**config.mk**
```make
export PLATFORM = sky130hd
export DESIGN_NAME = maxpool_2x2
export DESIGN_NICKNAME = d
export VERILOG_FILES = /design/src/rtl/cnn_pkg.sv /design/src/rtl/maxpool_2x2_win_cnt.sv /design/src/rtl/maxpool_2x2.sv
export SDC_FILE = /design/constraint.sdc
export NUM_CORES = 1
export LEC_CHECK = 0
export CORE_AREA = 2 2 95 120
export DETAILED_ROUTE_END_ITERATION = 10
export DIE_AREA = 0 0 97 122
export GPL_ROUTABILITY_DRIVEN = 0
export GPL_TIMING_DRIVEN = 0
export MAX_ROUTING_LAYER = met4
export PLACE_DENSITY_LB_ADDON = 0.1
export SLEW_MARGIN = 20
export SYNTH_ARGS = -nofsm -noshare
export SYNTH_HDL_FRONTEND = slang
export SYNTH_HIERARCHICAL = 1
export SYNTH_SLANG_ARGS = --single-unit
export TNS_END_PERCENT = 30
```
**constraint.sdc**
```tcl
create_clock -name clk -period 5.9 [get_ports clk]
set_input_delay 0.59 -clock clk [delete_from_list [all_inputs] [get_ports clk]]
set_output_delay 0.59 -clock clk [all_outputs]
set_load 0.05 [all_outputs]
```
**src/rtl/cnn_pkg.sv**
```systemverilog
// Shared types and address helpers for the CNN pooling datapath.
package cnn_pkg;

   localparam int DEF_DATA_WIDTH = 16;
   localparam int DEF_CHANNELS   = 8;
   localparam int DEF_IMG_SIZE   = 28;

   typedef logic signed [DEF_DATA_WIDTH-1:0] data_t;

   typedef enum logic [2:0] {IDLE, RD, LAST, WR, FINISH} pool_st_t;

   // Never return zero, so a single-entry buffer still gets a 1-bit address.
   function automatic int addr_w(input int n);
      return (n <= 1) ? 1 : $clog2(n);
   endfunction

   function automatic int conv_aw(input int ch, input int img);
      return addr_w(ch * img * img);
   endfunction

   function automatic int pool_aw(input int ch, input int img);
      return addr_w(ch * (img / 2) * (img / 2));
   endfunction

   function automatic int lin3(input int ch, input int row, input int col,
                               input int h, input int w);
      return (ch * h + row) * w + col;
   endfunction

endpackage

```
**src/rtl/maxpool_2x2_win_cnt.sv**
```systemverilog
// Window walker for the 2x2 pool: k (tap) inside pc, pr, ch; derives the
// CONV read address of the current tap and the POOL address of the window.
module pool_win_cnt
   import cnn_pkg::*;
#(
   parameter int CHANNELS = DEF_CHANNELS,
   parameter int IMG_SIZE = DEF_IMG_SIZE,
   localparam int OUT = IMG_SIZE / 2,
   localparam int CAW = conv_aw(CHANNELS, IMG_SIZE),
   localparam int PAW = pool_aw(CHANNELS, IMG_SIZE),
   localparam int CHW = addr_w(CHANNELS),
   localparam int OW  = addr_w(OUT)
)(
   input  logic           clk,
   input  logic           reset_n,
   input  logic           i_inc_k,
   input  logic           i_inc_win,
   output logic [1:0]     o_k,
   output logic           o_last_k,
   output logic           o_last_win,
   output logic [CAW-1:0] o_conv_addr,
   output logic [PAW-1:0] o_pool_addr
);

   logic [1:0]     r_k;
   logic [CHW-1:0] r_ch;
   logic [OW-1:0]  r_pr;
   logic [OW-1:0]  r_pc;
   logic           w_last_pc;
   logic           w_last_pr;
   logic           w_last_ch;

   assign w_last_pc  = (int'(r_pc) == OUT - 1);
   assign w_last_pr  = (int'(r_pr) == OUT - 1);
   assign w_last_ch  = (int'(r_ch) == CHANNELS - 1);
   assign o_k        = r_k;
   assign o_last_k   = (r_k == 2'd3);
   assign o_last_win = w_last_pc && w_last_pr && w_last_ch;

   // k[1] selects the row offset (dy), k[0] the column offset (dx).
   assign o_conv_addr = CAW'(lin3(int'(r_ch), 2 * int'(r_pr) + int'(r_k[1]),
                                  2 * int'(r_pc) + int'(r_k[0]), IMG_SIZE, IMG_SIZE));
   assign o_pool_addr = PAW'(lin3(int'(r_ch), int'(r_pr), int'(r_pc), OUT, OUT));

   always_ff @(posedge clk) begin
      if (!reset_n) begin
         r_k  <= '0;
         r_ch <= '0;
         r_pr <= '0;
         r_pc <= '0;
      end else begin
         if (i_inc_k)
            r_k <= r_k + 2'd1;
         if (i_inc_win) begin
            if (!w_last_pc) begin
               r_pc <= r_pc + OW'(1);
            end else begin
               r_pc <= '0;
               if (!w_last_pr) begin
                  r_pr <= r_pr + OW'(1);
               end else begin
                  r_pr <= '0;
                  r_ch <= w_last_ch ? '0 : r_ch + CHW'(1);
               end
            end
         end
      end
   end

endmodule

```
**src/rtl/maxpool_2x2.sv**
```systemverilog
// 2x2 stride-2 max-pool from the CONV buffer into the POOL buffer.
// Optional MAXPOOL_FUSED_RELU_EN clamps negative maxima to zero on write.
//
// state  | meaning
// IDLE   | waiting for start
// RD     | one CONV read per cycle, taps k=0..3; capture tap k-1
// LAST   | capture tap 3, register pooled result
// WR     | single POOL write; advance to next window
// FINISH | done pulse, busy low
module maxpool_2x2
   import cnn_pkg::*;
#(
   parameter int DATA_WIDTH = DEF_DATA_WIDTH,
   parameter int CHANNELS   = DEF_CHANNELS,
   parameter int IMG_SIZE   = DEF_IMG_SIZE,
   localparam int CAW = conv_aw(CHANNELS, IMG_SIZE),
   localparam int PAW = pool_aw(CHANNELS, IMG_SIZE)
)(
   input  logic                  clk,
   input  logic                  reset_n,
   input  logic                  start,
   output logic [CAW-1:0]        conv_r_addr,
   output logic                  conv_r_en,
   input  logic [DATA_WIDTH-1:0] conv_r_q,
   output logic [PAW-1:0]        pool_w_addr,
   output logic                  pool_w_en,
   output logic                  pool_w_we,
   output logic [DATA_WIDTH-1:0] pool_w_d,
   output logic                  busy,
   output logic                  done
);

   pool_st_t                     r_state;
   logic                         r_conv_en;
   logic                         r_pool_en;
   logic                         r_busy;
   logic                         r_done;
   logic signed [DATA_WIDTH-1:0] r_max;
   logic signed [DATA_WIDTH-1:0] r_pool_d;
   logic signed [DATA_WIDTH-1:0] w_q;
   logic signed [DATA_WIDTH-1:0] w_final;
   logic signed [DATA_WIDTH-1:0] w_out;
   logic [1:0]                   w_k;
   logic                         w_last_k;
   logic                         w_last_win;

   pool_win_cnt #(
      .CHANNELS (CHANNELS),
      .IMG_SIZE (IMG_SIZE)
   ) u_cnt (
      .clk         (clk),
      .reset_n     (reset_n),
      .i_inc_k     (r_state == RD),
      .i_inc_win   (r_state == WR),
      .o_k         (w_k),
      .o_last_k    (w_last_k),
      .o_last_win  (w_last_win),
      .o_conv_addr (conv_r_addr),
      .o_pool_addr (pool_w_addr)
   );

   assign w_q     = signed'(conv_r_q);
   assign w_final = (w_q > r_max) ? w_q : r_max;

`ifdef MAXPOOL_FUSED_RELU_EN
   assign w_out = w_final[DATA_WIDTH-1] ? '0 : w_final;
`else
   assign w_out = w_final;
`endif

   assign conv_r_en = r_conv_en;
   assign pool_w_en = r_pool_en;
   assign pool_w_we = r_pool_en;
   assign pool_w_d  = r_pool_d;
   assign busy      = r_busy;
   assign done      = r_done;

   always_ff @(posedge clk) begin
      if (!reset_n) begin
         r_state   <= IDLE;
         r_conv_en <= 1'b0;
         r_pool_en <= 1'b0;
         r_busy    <= 1'b0;
         r_done    <= 1'b0;
         r_max     <= '0;
         r_pool_d  <= '0;
      end else begin
         r_done    <= 1'b0;
         r_pool_en <= 1'b0;
         case (r_state)
            IDLE: begin
               if (start) begin
                  r_state   <= RD;
                  r_conv_en <= 1'b1;
                  r_busy    <= 1'b1;
               end
            end
            RD: begin
               // Strict compare keeps the earlier tap on ties; tap 0 always loads.
               if (w_k != 2'd0)
                  r_max <= (w_k == 2'd1 || w_q > r_max) ? w_q : r_max;
               if (w_last_k) begin
                  r_state   <= LAST;
                  r_conv_en <= 1'b0;
               end
            end
            LAST: begin
               r_pool_d  <= w_out;
               r_pool_en <= 1'b1;
               r_state   <= WR;
            end
            WR: begin
               if (w_last_win) begin
                  r_state <= FINISH;
                  r_busy  <= 1'b0;
                  r_done  <= 1'b1;
               end else begin
                  r_state   <= RD;
                  r_conv_en <= 1'b1;
               end
            end
            FINISH:  r_state <= IDLE;
            default: r_state <= IDLE;
         endcase
      end
   end

endmodule
```
==> summary.txt <==
Logic synthesis
  • Post-synthesis sequential area ratio: 22.9%
  • Synth Instances: 531
  • Syn_area_per_cell: 8.57 um^2
  • #FFs+latches synth: 52
  • Syn Nets: 628
  • Synth Warn #: 6
  • Distinct cells, synth: 55
  • Fraction of registers with async set/reset: 0%
  • Post-synthesis cell area: 0.00455 mm^2
  • Number of synthesized flops with an enable pin: 0
  • Top FF cell, synth: dfxtp_1

Layout
  • Fillcell total: 1034
  • Synth-to-layout area growth: 23.4%
  • Final Non-Filler Cells: 745
  • Share of cells above drive strength 1: 8.03%
  • Highest-count cells in the layout ignoring fill and taps: nand2_1, ha_1, clkdlybuf4s50_1
  • N_diodes: 0
  • Layout Nets: 706

Drt
  • Post-DR wirelength/cell: 14.3 um
  • Routed WL: 10600 um
  • Final ANT Viol Nets: 0
  • Post-DR vias/cell: 5.31
  • First-pass DRT Iterations: 4
  • Iter 0 DRT Violations: 81
  • Via Count: 3953
  • Drt drc: 0

Worst setup path
  • Worst path bufs/invs: 2
  • CP Cell Sequence: fa_1, ha_1, ha_2, a21oi_2, or3b_2, xor2_4, inv_2, ha_1, fa_1, ha_1, a21oi_1, nand2_1, nor2_1, nor3_2, nor3_1, xnor2_1, clkbuf_4
  • Reg2reg path depth: 9
  • Source of the worst register-to-register timing path: r_max[7]$_SDFFE_PN0P_
  • Critical Path Max Stage Delay: 0.51 ns
  • Crit-path max FO: 5
  • Number of stages on the worst setup path: 17
  • Type of origin of the critical path: flop
  • Worst reg2reg path endpoint: pool_w_d[10]$_SDFFE_PN0P_
  • Top cell by count, worst path: ha_1
  • Setup CP Type: flop to primary output
  • Setup slack, reg-to-reg: 3.15 ns
  • Crit-path leading delay family: adder cells
  • Slowest-stage cell, CP: or3b_2
  • Crit. End Element: primary output
  • WP data arrival: 5.04 ns
  • Critical Path Sink: conv_r_addr[12]
  • WP data required: 5.31 ns
  • Crit. Startpoint: u_cnt/r_ch[1]$_SDFFE_PN0P_

Die
  • CORE AREA: 0.0108 mm^2
  • Starting Density: 42.1%
  • Die Span Y: 122 um
  • Rows: 43
  • Die width: 97 um
  • Die ar.: 0.0118 mm^2
  • Boundary pin count: 64

Timing
  • Slew Limit Fails: 0
  • Worst slew margin: 58.1%
  • RSZ-0062 raised after global routing: true
  • Max frequency: 0.178 GHz
  • Hold violation count in the final report: 0
  • Final setup violation count: 0
  • Layout Skew: 0.00768 ns
  • Worst-margin pin slew: 0.628 ns
  • Slack of the critical path: 0.272 ns
  • Period utilization: 95.4%
  • Fin crit period: 5.63 ns

GRT
  • Vias in the first global route: 3799
  • Grt ovf: 0
  • GRT busiest layer: met2
  • Antenna violations before repair: 0
  • Met3 usage: 2.41%
  • First-pass GRT wire length: 17700 um
  • GR Util All Layers: 18.6%
  • Largest net degree at the start of global routing: 17
  • M1 GR Usage: 20.3%
  • Met2 usage: 34.4%

Placed design
  • Post-Place Setup Slack: -0.360 ns
  • # port buffers: 63
  • HPWL Detailed: 8380 um
  • Total placed cells including tap cells: 729

Pwr
  • Leak: 0.00264 uW
  • Worst vdd ir: 0.141 mV
  • Power per cell area: 142 mW/mm^2

Clock tree
  • H-tree Lvls: 2
  • Clk slew on worst S/H paths: 0.07 ns
  • Clock Tree Buf Depth: 2
  • Clock Latency Late Sink: 0.29 ns
  • Root Buffer Master: clkbuf_16
  • Clock sink count: 52
  • CTS tree: yes
  • Hold buffer count at cts: 0
  • Num CTS Buffers: 5

Outcome
  • Status: complete, no violations

Job
  • MaxCap Viol Count: 0

Worst hold path
  • Hold WC Path Type: flop to flop
-- layout make-up --
type	instances	area, um^2	area share, %
plain buffers	24	120	2.14
clock buffers	6	129	2.30
clock inverters	2	13.8	0.245
inverters	49	184	3.28
multi-input cells	406	3280	58.4
flip-flops and latches	52	1040	18.6
well taps	135	169	3.01
repair buffers	71	674	12.0
-- worst register-to-register path, stage by stage (launching register included) --
cell       delay [ns]
dfxtp_1          0.36
inv_1            0.06
ha_1             0.29
a21oi_1          0.16
o21ai_1          0.10
a2111oi_1        0.57
nand4_1          0.38
clkbuf_1         0.33
a41oi_1          0.29
a21oi_1          0.10
-- state kept, by name, summed over array words and instances, names as in the netlist --
name        flops
r_state         3
conv_r_en       1
u_cnt/o_k       2
busy            1
done            1
u_cnt/r_pc      4
u_cnt/r_pr      4
pool_w_d       16
r_max          16
u_cnt/r_ch      3
pool_w_en       1
-- stage by stage --
| stage | setup TNS, ns | hold WS, ns | cell area (um^2) | power (uW) | util (%) |
|---|---|---|---|---|---|
| floorplan | 0 | 0.450 | 4550 | 469 | - |
| global placement | -1.05 | 0.458 | 5350 | 514 | 49.5 |
| detailed placement | -1.08 | 0.469 | 5350 | 516 | 49.5 |
| CTS | -0.0458 | 0.479 | 5520 | 812 | 51.0 |
| global route | -0.141 | 0.502 | 5610 | 839 | 51.9 |
| finish | 0 | 0.470 | 5610 | 798 | 51.9 |
-- where the power goes --
part           switching, uW  total (uW)  internal [uW]
Clock                    131         290            158
Combinational           81.3         137           56.2
Sequential              8.73         370            362
-- repair_timing --
action,4_1_cts,5_1_grt
endpoints found under the setup margin,8,10
pin swaps,0,3
setup buffers,0,8
gates cloned,0,0
endpoints found under the hold margin,0,0
resized for setup,24,13
-- cell families (layout without fill, tap and decap cells) --
logic type	Yosys count	count (layout)	share of synthesized area (%)
buffers and inverters	73	152	6.68
XOR/XNOR	36	36	6.93
flip-flops	52	52	22.9
adder cells (fa/ha/maj)	78	78	24.9
multiplexers	20	20	4.43
AO/OA/AOI/OAI	134	134	18.1
AND/OR/NAND/NOR	138	138	16.1
-- synthesized netlist by cell type, types with 16 or more instances --
cell type | number | area share, %
a21oi_1 | 44 | 4.8
inv_1 | 49 | 4.0
nor2_1 | 18 | 1.5
o21ai_0 | 25 | 2.8
xnor2_1 | 16 | 3.1
xor2_1 | 20 | 3.9
nand2_1 | 56 | 4.6
mux2i_1 | 19 | 4.2
dfxtp_1 | 52 | 23
ha_1 | 57 | 16
fa_1 | 21 | 9.2
a41oi_1 | 16 | 3.1
o21ai_1 | 19 | 2.1
-- worst min-delay path by stage --
stage | endpoint | startpoint | cells after the start | slack, ns
final | busy$_SDFFE_PN0P_ | busy$_SDFFE_PN0P_ | 2 | 0.47
after global routing | r_max[3]$_SDFFE_PN0P_ | r_max[3]$_SDFFE_PN0P_ | 2 | 0.50
after CTS | busy$_SDFFE_PN0P_ | busy$_SDFFE_PN0P_ | 2 | 0.48
after detailed placement | busy$_SDFFE_PN0P_ | busy$_SDFFE_PN0P_ | 2 | 0.47
after global placement | busy$_SDFFE_PN0P_ | busy$_SDFFE_PN0P_ | 2 | 0.46
after floorplan | r_max[10]$_SDFFE_PN0P_ | r_max[10]$_SDFFE_PN0P_ | 2 | 0.45
-- metal layers --
metal	part of all wire, %	vias up	wire, um
li1	-	2010	-
met1	42	1853	4420
met2	53	74	5660
met3	2.7	16	286
met4	2.4	0	260
met5	0	-	0
Power figures use the tool's default switching activity.
